--- config.mk ---
export PLATFORM = sky130hd
export DESIGN_NAME = aha_tlx_train_ctrl
export DESIGN_NICKNAME = d
export VERILOG_FILES = /design/src/rtl/aha_tlx_train_ctrl.sv
export SDC_FILE = /design/constraint.sdc
export NUM_CORES = 1
export LEC_CHECK = 0
export ABC_AREA = 1
export ABC_CLOCK_PERIOD_IN_PS = 2300
export BUFFER_PORTS_ARGS = -buffer_cell sky130_fd_sc_hd__clkbuf_2
export CAP_MARGIN = 20
export CELL_PAD_IN_SITES_DETAIL_PLACEMENT = 1
export CELL_PAD_IN_SITES_GLOBAL_PLACEMENT = 2
export CORE_MARGIN = 4
export CORE_UTILIZATION = 26
export CTS_CLUSTER_DIAMETER = 40
export DETAILED_ROUTE_END_ITERATION = 10
export PLACE_DENSITY = 0.86
export SLEW_MARGIN = 30
export SYNTH_ARGS = -nofsm -noshare
export SYNTH_HDL_FRONTEND = slang
export SYNTH_SLANG_ARGS = --single-unit
--- constraint.sdc ---
create_clock -name CLK -period 2.3 [get_ports CLK]
set_input_delay 0.69 -clock CLK [delete_from_list [all_inputs] [get_ports CLK]]
set_output_delay 0.69 -clock CLK [all_outputs]
set_load 0.02 [all_outputs]
--- src/rtl/aha_tlx_train_ctrl.sv ---
// rtl/aha_tlx_train_ctrl.sv - parametrised TLX link-training lane-array controller
//
// Purpose: one IDLE/RUN/DONE training engine per lane. TX lanes (TX_MASK bit = 1)
// drive the 32-bit training pattern or bypass functional data. RX lanes
// (TX_MASK bit = 0) compare incoming bits against the pattern and count matches.
//
// Optional feature macro: AHA_TLX_ERR_CNT_EN (builds per-lane RX error counters;
// when undefined, LANE_ERR_COUNT is tied to 0).
//
// Ports:
//   CLK, RESETn          clock, asynchronous active-low reset
//   LANE_DIN/LANE_DOUT   per-lane pad data in / out
//   LANE_EN, LANE_IE     per-lane enable level, interrupt enable (also auto-stop)
//   LANE_START/CLEAR     per-lane one-cycle pulses
//   LANE_SEQUENCE        32-bit pattern per lane, lane i at [32i+31:32i]
//   LANE_LENGTH          training length in bits per lane (CNT_W each)
//   LANE_MATCH_COUNT     matched-bit count per lane (0 on TX lanes)
//   LANE_ERR_COUNT       mismatched-bit count per lane (0 on TX lanes)
//   LANE_INT_STATUS      sticky done flag per lane
//   LANE_STATUS          lane is in RUN
//   IRQ                  OR of (LANE_INT_STATUS & LANE_IE)

module aha_tlx_train_ctrl #(
    parameter int                   NUM_LANES = 5,
    parameter logic [NUM_LANES-1:0] TX_MASK   = 5'b00111,
    parameter int                   CNT_W     = 32
) (
    input  logic                       CLK,
    input  logic                       RESETn,
    input  logic [NUM_LANES-1:0]       LANE_DIN,
    output logic [NUM_LANES-1:0]       LANE_DOUT,
    input  logic [NUM_LANES-1:0]       LANE_EN,
    input  logic [NUM_LANES-1:0]       LANE_IE,
    input  logic [NUM_LANES-1:0]       LANE_START,
    input  logic [NUM_LANES-1:0]       LANE_CLEAR,
    input  logic [32*NUM_LANES-1:0]    LANE_SEQUENCE,
    input  logic [CNT_W*NUM_LANES-1:0] LANE_LENGTH,
    output logic [CNT_W*NUM_LANES-1:0] LANE_MATCH_COUNT,
    output logic [CNT_W*NUM_LANES-1:0] LANE_ERR_COUNT,
    output logic [NUM_LANES-1:0]       LANE_INT_STATUS,
    output logic [NUM_LANES-1:0]       LANE_STATUS,
    output logic                       IRQ
);

    typedef enum logic [1:0] {
        ST_IDLE = 2'd0,
        ST_RUN  = 2'd1,
        ST_DONE = 2'd2
    } state_t;

    localparam logic [CNT_W-1:0] CNT_ONE = CNT_W'(1);
    localparam logic [CNT_W-1:0] CNT_MAX = '1;

    for (genvar i = 0; i < NUM_LANES; i++) begin : g_lane
        localparam bit IS_TX = TX_MASK[i];

        state_t           state_q;
        logic [4:0]       idx_q;
        logic [CNT_W-1:0] bit_cnt_q;
        logic [CNT_W-1:0] match_q;
        logic [CNT_W-1:0] match_d;
        logic [CNT_W-1:0] bit_cnt_d;
        logic [31:0]      seq;
        logic [CNT_W-1:0] len;
        logic             en;
        logic             start;
        logic             auto_stop;
        logic             cur_bit;
        logic             hit;
        logic             is_last;

        assign seq       = LANE_SEQUENCE[32*i +: 32];
        assign len       = LANE_LENGTH[CNT_W*i +: CNT_W];
        assign en        = LANE_EN[i];
        assign start     = LANE_START[i] & en;
        assign auto_stop = LANE_IE[i] & en;
        assign cur_bit   = seq[idx_q];
        assign hit       = (LANE_DIN[i] == cur_bit);
        // LENGTH = 0 in RUN makes len-1 all-ones, which the saturated counter
        // eventually reaches; harmless since zero length normally skips RUN.
        assign is_last   = (bit_cnt_q == (len - CNT_ONE));

        // Saturating increments: counters stick at all-ones in long runs.
        assign match_d   = (match_q == CNT_MAX)   ? match_q   : match_q + CNT_ONE;
        assign bit_cnt_d = (bit_cnt_q == CNT_MAX) ? bit_cnt_q : bit_cnt_q + CNT_ONE;

`ifdef AHA_TLX_ERR_CNT_EN
        logic [CNT_W-1:0] err_q;
        logic [CNT_W-1:0] err_d;
        assign err_d = (err_q == CNT_MAX) ? err_q : err_q + CNT_ONE;
        assign LANE_ERR_COUNT[CNT_W*i +: CNT_W] = IS_TX ? '0 : err_q;
`else
        assign LANE_ERR_COUNT[CNT_W*i +: CNT_W] = '0;
`endif

        // Priority: CLEAR > enable loss > START > advance.
        always_ff @(posedge CLK or negedge RESETn) begin
            if (!RESETn) begin
                state_q   <= ST_IDLE;
                idx_q     <= '0;
                bit_cnt_q <= '0;
                match_q   <= '0;
`ifdef AHA_TLX_ERR_CNT_EN
                err_q     <= '0;
`endif
            end else if (LANE_CLEAR[i]) begin
                state_q <= ST_IDLE;
                match_q <= '0;
`ifdef AHA_TLX_ERR_CNT_EN
                err_q   <= '0;
`endif
            end else if (!en) begin
                // Abort only leaves RUN; a DONE lane keeps its sticky flag.
                if (state_q == ST_RUN) begin
                    state_q <= ST_IDLE;
                end
            end else begin
                case (state_q)
                    ST_IDLE: begin
                        if (start) begin
                            idx_q     <= '0;
                            bit_cnt_q <= '0;
                            match_q   <= '0;
`ifdef AHA_TLX_ERR_CNT_EN
                            err_q     <= '0;
`endif
                            state_q   <= (auto_stop && (len == '0)) ? ST_DONE : ST_RUN;
                        end
                    end
                    ST_RUN: begin
                        idx_q     <= idx_q + 5'd1;
                        bit_cnt_q <= bit_cnt_d;
                        if (!IS_TX) begin
                            if (hit) begin
                                match_q <= match_d;
                            end
`ifdef AHA_TLX_ERR_CNT_EN
                            else begin
                                err_q <= err_d;
                            end
`endif
                        end
                        if (auto_stop && is_last) begin
                            state_q <= ST_DONE;
                        end
                    end
                    default: begin
                    end
                endcase
            end
        end

        assign LANE_STATUS[i]     = (state_q == ST_RUN);
        assign LANE_INT_STATUS[i] = (state_q == ST_DONE);
        assign LANE_MATCH_COUNT[CNT_W*i +: CNT_W] = IS_TX ? '0 : match_q;

        // TX: bypass while disabled, pattern bit while training, else quiet.
        assign LANE_DOUT[i] = !IS_TX ? 1'b0 :
                              !en    ? LANE_DIN[i] :
                              (state_q == ST_RUN) ? cur_bit : 1'b0;
    end

    assign IRQ = |(LANE_INT_STATUS & LANE_IE);

endmodule

# Word level (Yosys, flattened, before mapping)
# Cells that the tools add are included.
[totals] out_inout_bits=336 in_bits=347 wordCells=246 register_bits=259
[classes] reduce_logical=55 n_eq_ne=50 n_lt_le_gt_ge=5 bitwise_logic=16 add_sub_neg=17 n_mux=86
[op_table] operator="$mux 32" n=18
[op_table] operator="$pmux 32 s2" n=7
[op_table] operator="$add 32x1->32 const B" n=7
[op_table] operator="$eq 32x32->1 const B" n=7
[op_table] operator="$eq 32x32->1" n=5
[op_table] operator="$logic_not 32->1" n=5
[op_table] operator="$sub 32x1->32 const B" n=5
[op_table] operator="$mux 2" n=30
[op_table] operator="$pmux 5 s2" n=5
[op_table] operator="$reduce_and 4->1" n=10
[op_table] operator="$reduce_and 5->1" n=7
[op_table] operator="$lt 5x6->1 const B" n=5
[op_table] operator="$reduce_bool 3->1" n=10
[op_table] operator="$add 5x1->5 const B" n=5
[op_table] operator="$bmux 1 s5" n=5
[op_table] operator="$mux 5" n=5
[op_table] operator="$ne 2x2->1 const B" n=10
[op_table] operator="$ne 4x3->1 const B" n=5
[op_table] operator="$ne 4x4->1 const B" n=5
[op_table] operator="$pmux 2 s2" n=5
[op_table] operator="$reduce_bool 2->1" n=7
[op_table] operator="$ne 3x3->1 const B" n=4
[op_table] operator="$mux 1" n=11
[op_table] operator="$and 1x1->1" n=10
[op_table] operator="9 further kinds" n=36

# Logic depth before layout (Yosys ltp)
[depth] depth_word=7 ltp_mapped=19 mapped_depth_nobuf=19

# Worst setup path after synthesis
# No wires, ideal clock.
[synth_timing] path_kind="input to register" startpoint="in LANE_LENGTH[32]" endpoint="reg g_lane[1].state_q[0]" arrival_time_ns=2.213 setup_ns=0.118 path_slack_ns=-0.031 n_path_buf=0 cell_stages=17 required_time_ns=2.182 cell_sequence="inv_1 > ha_1 > inv_1 > nor2_1 > nand3_1 > nor3_1 > nand3_1 > nand2_1 > nand2_1 > nor2_1 > nand2_1 > nor2_1 > nand3_1 > nand2_1 > nand2_1 > nand2_1 > nand2_1"
[synth_between] elab_chain_cells=7 elab_cells_between_ends=12 cone_classes="add/sub: 1; eq/ne: 2; mux: 5; reduce/logical: 4"
[synth_rtl] element="start: declaration" line_no="37" text="input logic [CNT_W*NUM_LANES-1:0] LANE_LENGTH,"
[synth_rtl] element="branches (longest 7 deep; another with $sub 32x1->32)"
[synth_rtl] element="end signal: assignment" line_no="127" text="state_q <= (auto_stop && (len == '0)) ? ST_DONE : ST_RUN;"
[synth_rtl] element="end: declaration" line_no="57" text="state_t state_q;"
# Several ways; the timed one is not identified. The select of a mux whose other input is x is not followed.
# A chain may end at the register's enable or synchronous reset.

# Worst setup path after layout
[layout_timing] startpoint="reg g_lane[1].idx_q[0]" endpoint="out LANE_DOUT[1]"
[layout_between] elab_chain_cells=4
[layout_rtl] element="start: declaration" line_no="58" text="logic [4:0] idx_q;"
[layout_rtl] element="start signal: assignment" line_no="131" text="idx_q <= idx_q + 5'd1;"
[layout_rtl] element="$bmux 1 s5" line_no="77" text="assign cur_bit = seq[idx_q];"
[layout_rtl] element="$mux 1 (not written as such)" line_no="77"
[layout_rtl] element="$mux 1" line_no="160" text="(state_q == ST_RUN) ? cur_bit : 1'b0;"
[layout_rtl] element="$mux 1" line_no="159" text="!en ? LANE_DIN[i] :"
[layout_rtl] element="end: declaration" line_no="31" text="output logic [NUM_LANES-1:0] LANE_DOUT,"
# Every way passes these cells. The select of a mux whose other input is x is not followed.

==> impl_metrics.ini <==
[timing]
relSlewSlack = 0.531
grt_setup_unrepaired = true
period_needed_ns = 3.13
postLayoutSetupSlackWorst_ns = -0.832
tightest_slew_ns = 0.703
hold_viol_final = 0
fin_setup_tns_ns = -2.07
final-setup-viol-count = 4
fin_crit_sh = 1.36
finalClockSkew_ns = 0.0240
final_max_slew_viol_count = 0
max_freq_ghz = 0.319

[synth]
synth_top_area_frac = 0.251
synth_commonest_cells = 932 x nand2_1, 617 x nor2_1, 420 x inv_1
async_flop_share = 1.00
netlist_top_cells_area = dfrtp_1 25%, nand2_1 14%, nor2_1 9.0%
netlist.top_cell.by_area = dfrtp_1
synth.distinct_cells = 66
synth_top_flop_cell = dfrtp_1
syn_inst = 4048
syn-cell-area_mm2 = 0.0258
syn_area_per_cell_um2 = 6.38
yosys_warnings = 0
synth.most_common_cell = nand2_1
ys_seq_area_frac = 0.251
synth_edf_count = 0
synth-seq-cells = 259

[drt]
vias_per_cell = 4.67
vias = 29300
drt.antenna.violating_nets = 0
avgRoutedWirePerCell_um = 16.8
wirelength_mm = 106
drc = 0
drt_pass1_iterations = 5
drtIter0Drc = 1499

[clocking]
cts.sinks = 259
clock_path_buffers = 3
cts-root-buf = clkbuf_16
clk-insertion-delay-late_ns = 0.61
cts_buffers = 58
clk_pin_slew_worst_paths_ns = 0.04
htreeDepth = 2
cts_tree = done

[setup_path]
worstPathMaxFanout = 16
criticalPathCategory = register to primary output
critical-path-max-stage-delay_ns = 0.45
r2r_cells = 14
cp_cell_sequence = inv_4, o21ai_0, o22ai_1, nand2_1, nand4_1, nand4_1, buf_6, nand2_4, buf_8
start_kind = register
cp_data_arrival_time_ns = 2.44
end_kind = primary output
critPathSlowestCell = dfrtp_2
worstPathRequired_ns = 1.61
crit_top_cell = nand4_1

[placement]
dpl.hpwl_mm = 87.7
numPortBuffers = 424
gp_congestion = 0.912
dp_slack_ns = -0.482
post_dp_cell_area_mm2 = 0.0320

[floorplan]
pin_count = 683
die-area_mm2 = 0.104
rows = 115
initial_utilization = 0.262
die_x_um = 323
die_h_um = 323
core_mm2 = 0.0984

[flow_run]
drv_cap = 0

[grt]
antenna_found_initial = 3
grt_use_total = 0.191
first_global_vias = 30100
grt.overflow.total = 0
grt_pass1_wl_mm = 162
grt_max_degree = 62

[layout]
antenna_cells = 0
syn2layout_area_growth_pct = 35.8
nets = 5315
fin_area_mm2 = 0.0351
final_core_util = 0.356
drive_above_1_share = 0.252

[min_path]
min_path_cells = 3
min_path_type = input port to register

[power_and_ir_drop]
irDropWorstVdd_v = 0.000622
power.leakage_nw = 16.7
power_density_mw_per_mm2 = 587

[run_status]
status = finished, violations left
violations = negative setup slack
## path summary, 6_finish.rpt
| check | start | end | slack [ns] |
|---|---|---|---|
| min in group asynchronous | RESETn | g_lane[0].bit_cnt_q[1] | 0.53 |
| worst max-delay path | g_lane[1].idx_q[0] | LANE_DOUT[1] | -0.83 |
| worst max register to register | g_lane[3].bit_cnt_q[1] | g_lane[3].bit_cnt_q[8] | 0.12 |
| max in group asynchronous | RESETn | g_lane[4].idx_q[0] | 0.99 |
| worst min-delay path | LANE_CLEAR[0] | g_lane[0].state_q[1] | 0.36 |
| worst min register to register | g_lane[2].bit_cnt_q[3] | g_lane[2].bit_cnt_q[3] | 0.50 |
## critical path, delay by kind of cell, from the launching register on
family / cells / cell delay [ns]
AO/OA/AOI/OAI: 2 / 0.36
buffers and inverters: 3 / 0.46
flip-flops: 1 / 0.45
AND/OR/NAND/NOR: 4 / 0.57
## layer usage
metal | share of wire | global-route usage
met3 | 0.056 | 0.0367
met5 | 0.00043 | 0
met2 | 0.48 | 0.333
met1 | 0.44 | 0.242
met4 | 0.024 | 0.0522
## state kept, by name, summed over array words and instances, names as in the netlist
signal	flops
g_lane.state_q	10
g_lane.match_q	64
g_lane.bit_cnt_q	160
g_lane.idx_q	25
## cell type report
type | instances | area, µm²
Fill cell | 12800 | 63300
Multi-Input combinational cell | 3254 | 16700
Sequential cell | 259 | 6500
Timing Repair Buffer | 934 | 6410
Inverter | 444 | 1710
Clock buffer | 73 | 1610
Tap cell | 1287 | 1610
Clock inverter | 35 | 493
## stage by stage
step / total power [W] / instances / hold WS, ns
global route: 0.0217 / 6286 / 0.359
detailed placement: 0.0110 / 6147 / 0.504
CTS: 0.0204 / 6263 / 0.316
global placement: 0.0109 / 6147 / 0.488
floorplan: 0.00888 / 4305 / 0.394
finish: 0.0206 / 6286 / 0.365
## what timing repair did
item                                   in CTS  in global routing
buffers inserted                           10                 20
hold buffers                                1                  0
resized for setup                         100                115
cloned                                      1                  4
pin swaps                                  22                 24
setup endpoints to repair                  16                133
endpoints found under the hold margin      26                  0
## cell usage in the layout (no fill, tap or decap), drive strengths merged, types with 3 or more instances in the layout
cell / n
nand2: 953
nor2: 649
buf: 508
clkbuf: 498
inv: 443
nand3: 267
dfrtp: 259
conb: 258
nor3: 207
o21ai: 192
xor2: 169
a21oi: 109
xnor2: 102
nand4: 99
nor4: 41
nand3b: 26
o31ai: 25
ha: 17
clkinv: 15
o21a: 14
o221ai: 13
o22ai: 13
o211ai: 11
a31oi: 11
o21bai: 11
clkinvlp: 11
bufinv: 10
o32ai: 10
nor3b: 9
or2: 8
and2: 6
mux2i: 6
a211oi: 4
a2bb2oi: 4
xnor3: 3
## kinds of logic (layout without fill, tap and decap cells)
family / Yosys count / in the layout / synth area share
flip-flops: 259 / 259 / 0.251
AND/OR/NAND/NOR: 2268 / 2268 / 0.389
other: 1 / 258 / 0.000145
adder cells (fa/ha/maj): 17 / 17 / 0.00824
buffers and inverters: 792 / 1486 / 0.157
multiplexers: 6 / 6 / 0.00233
AO/OA/AOI/OAI: 431 / 431 / 0.0977
XOR/XNOR: 274 / 274 / 0.0946
## report_power, final
| part | switching (W) | total [W] | internal [W] |
|---|---|---|---|
| Combinational | 0.00378 | 0.00632 | 0.00254 |
| Sequential | 0.000428 | 0.00531 | 0.00488 |
| Clock | 0.00289 | 0.00895 | 0.00605 |
| Total | 0.00710 | 0.0206 | 0.0135 |
Note: power is estimated with default switching activity, not from simulation.
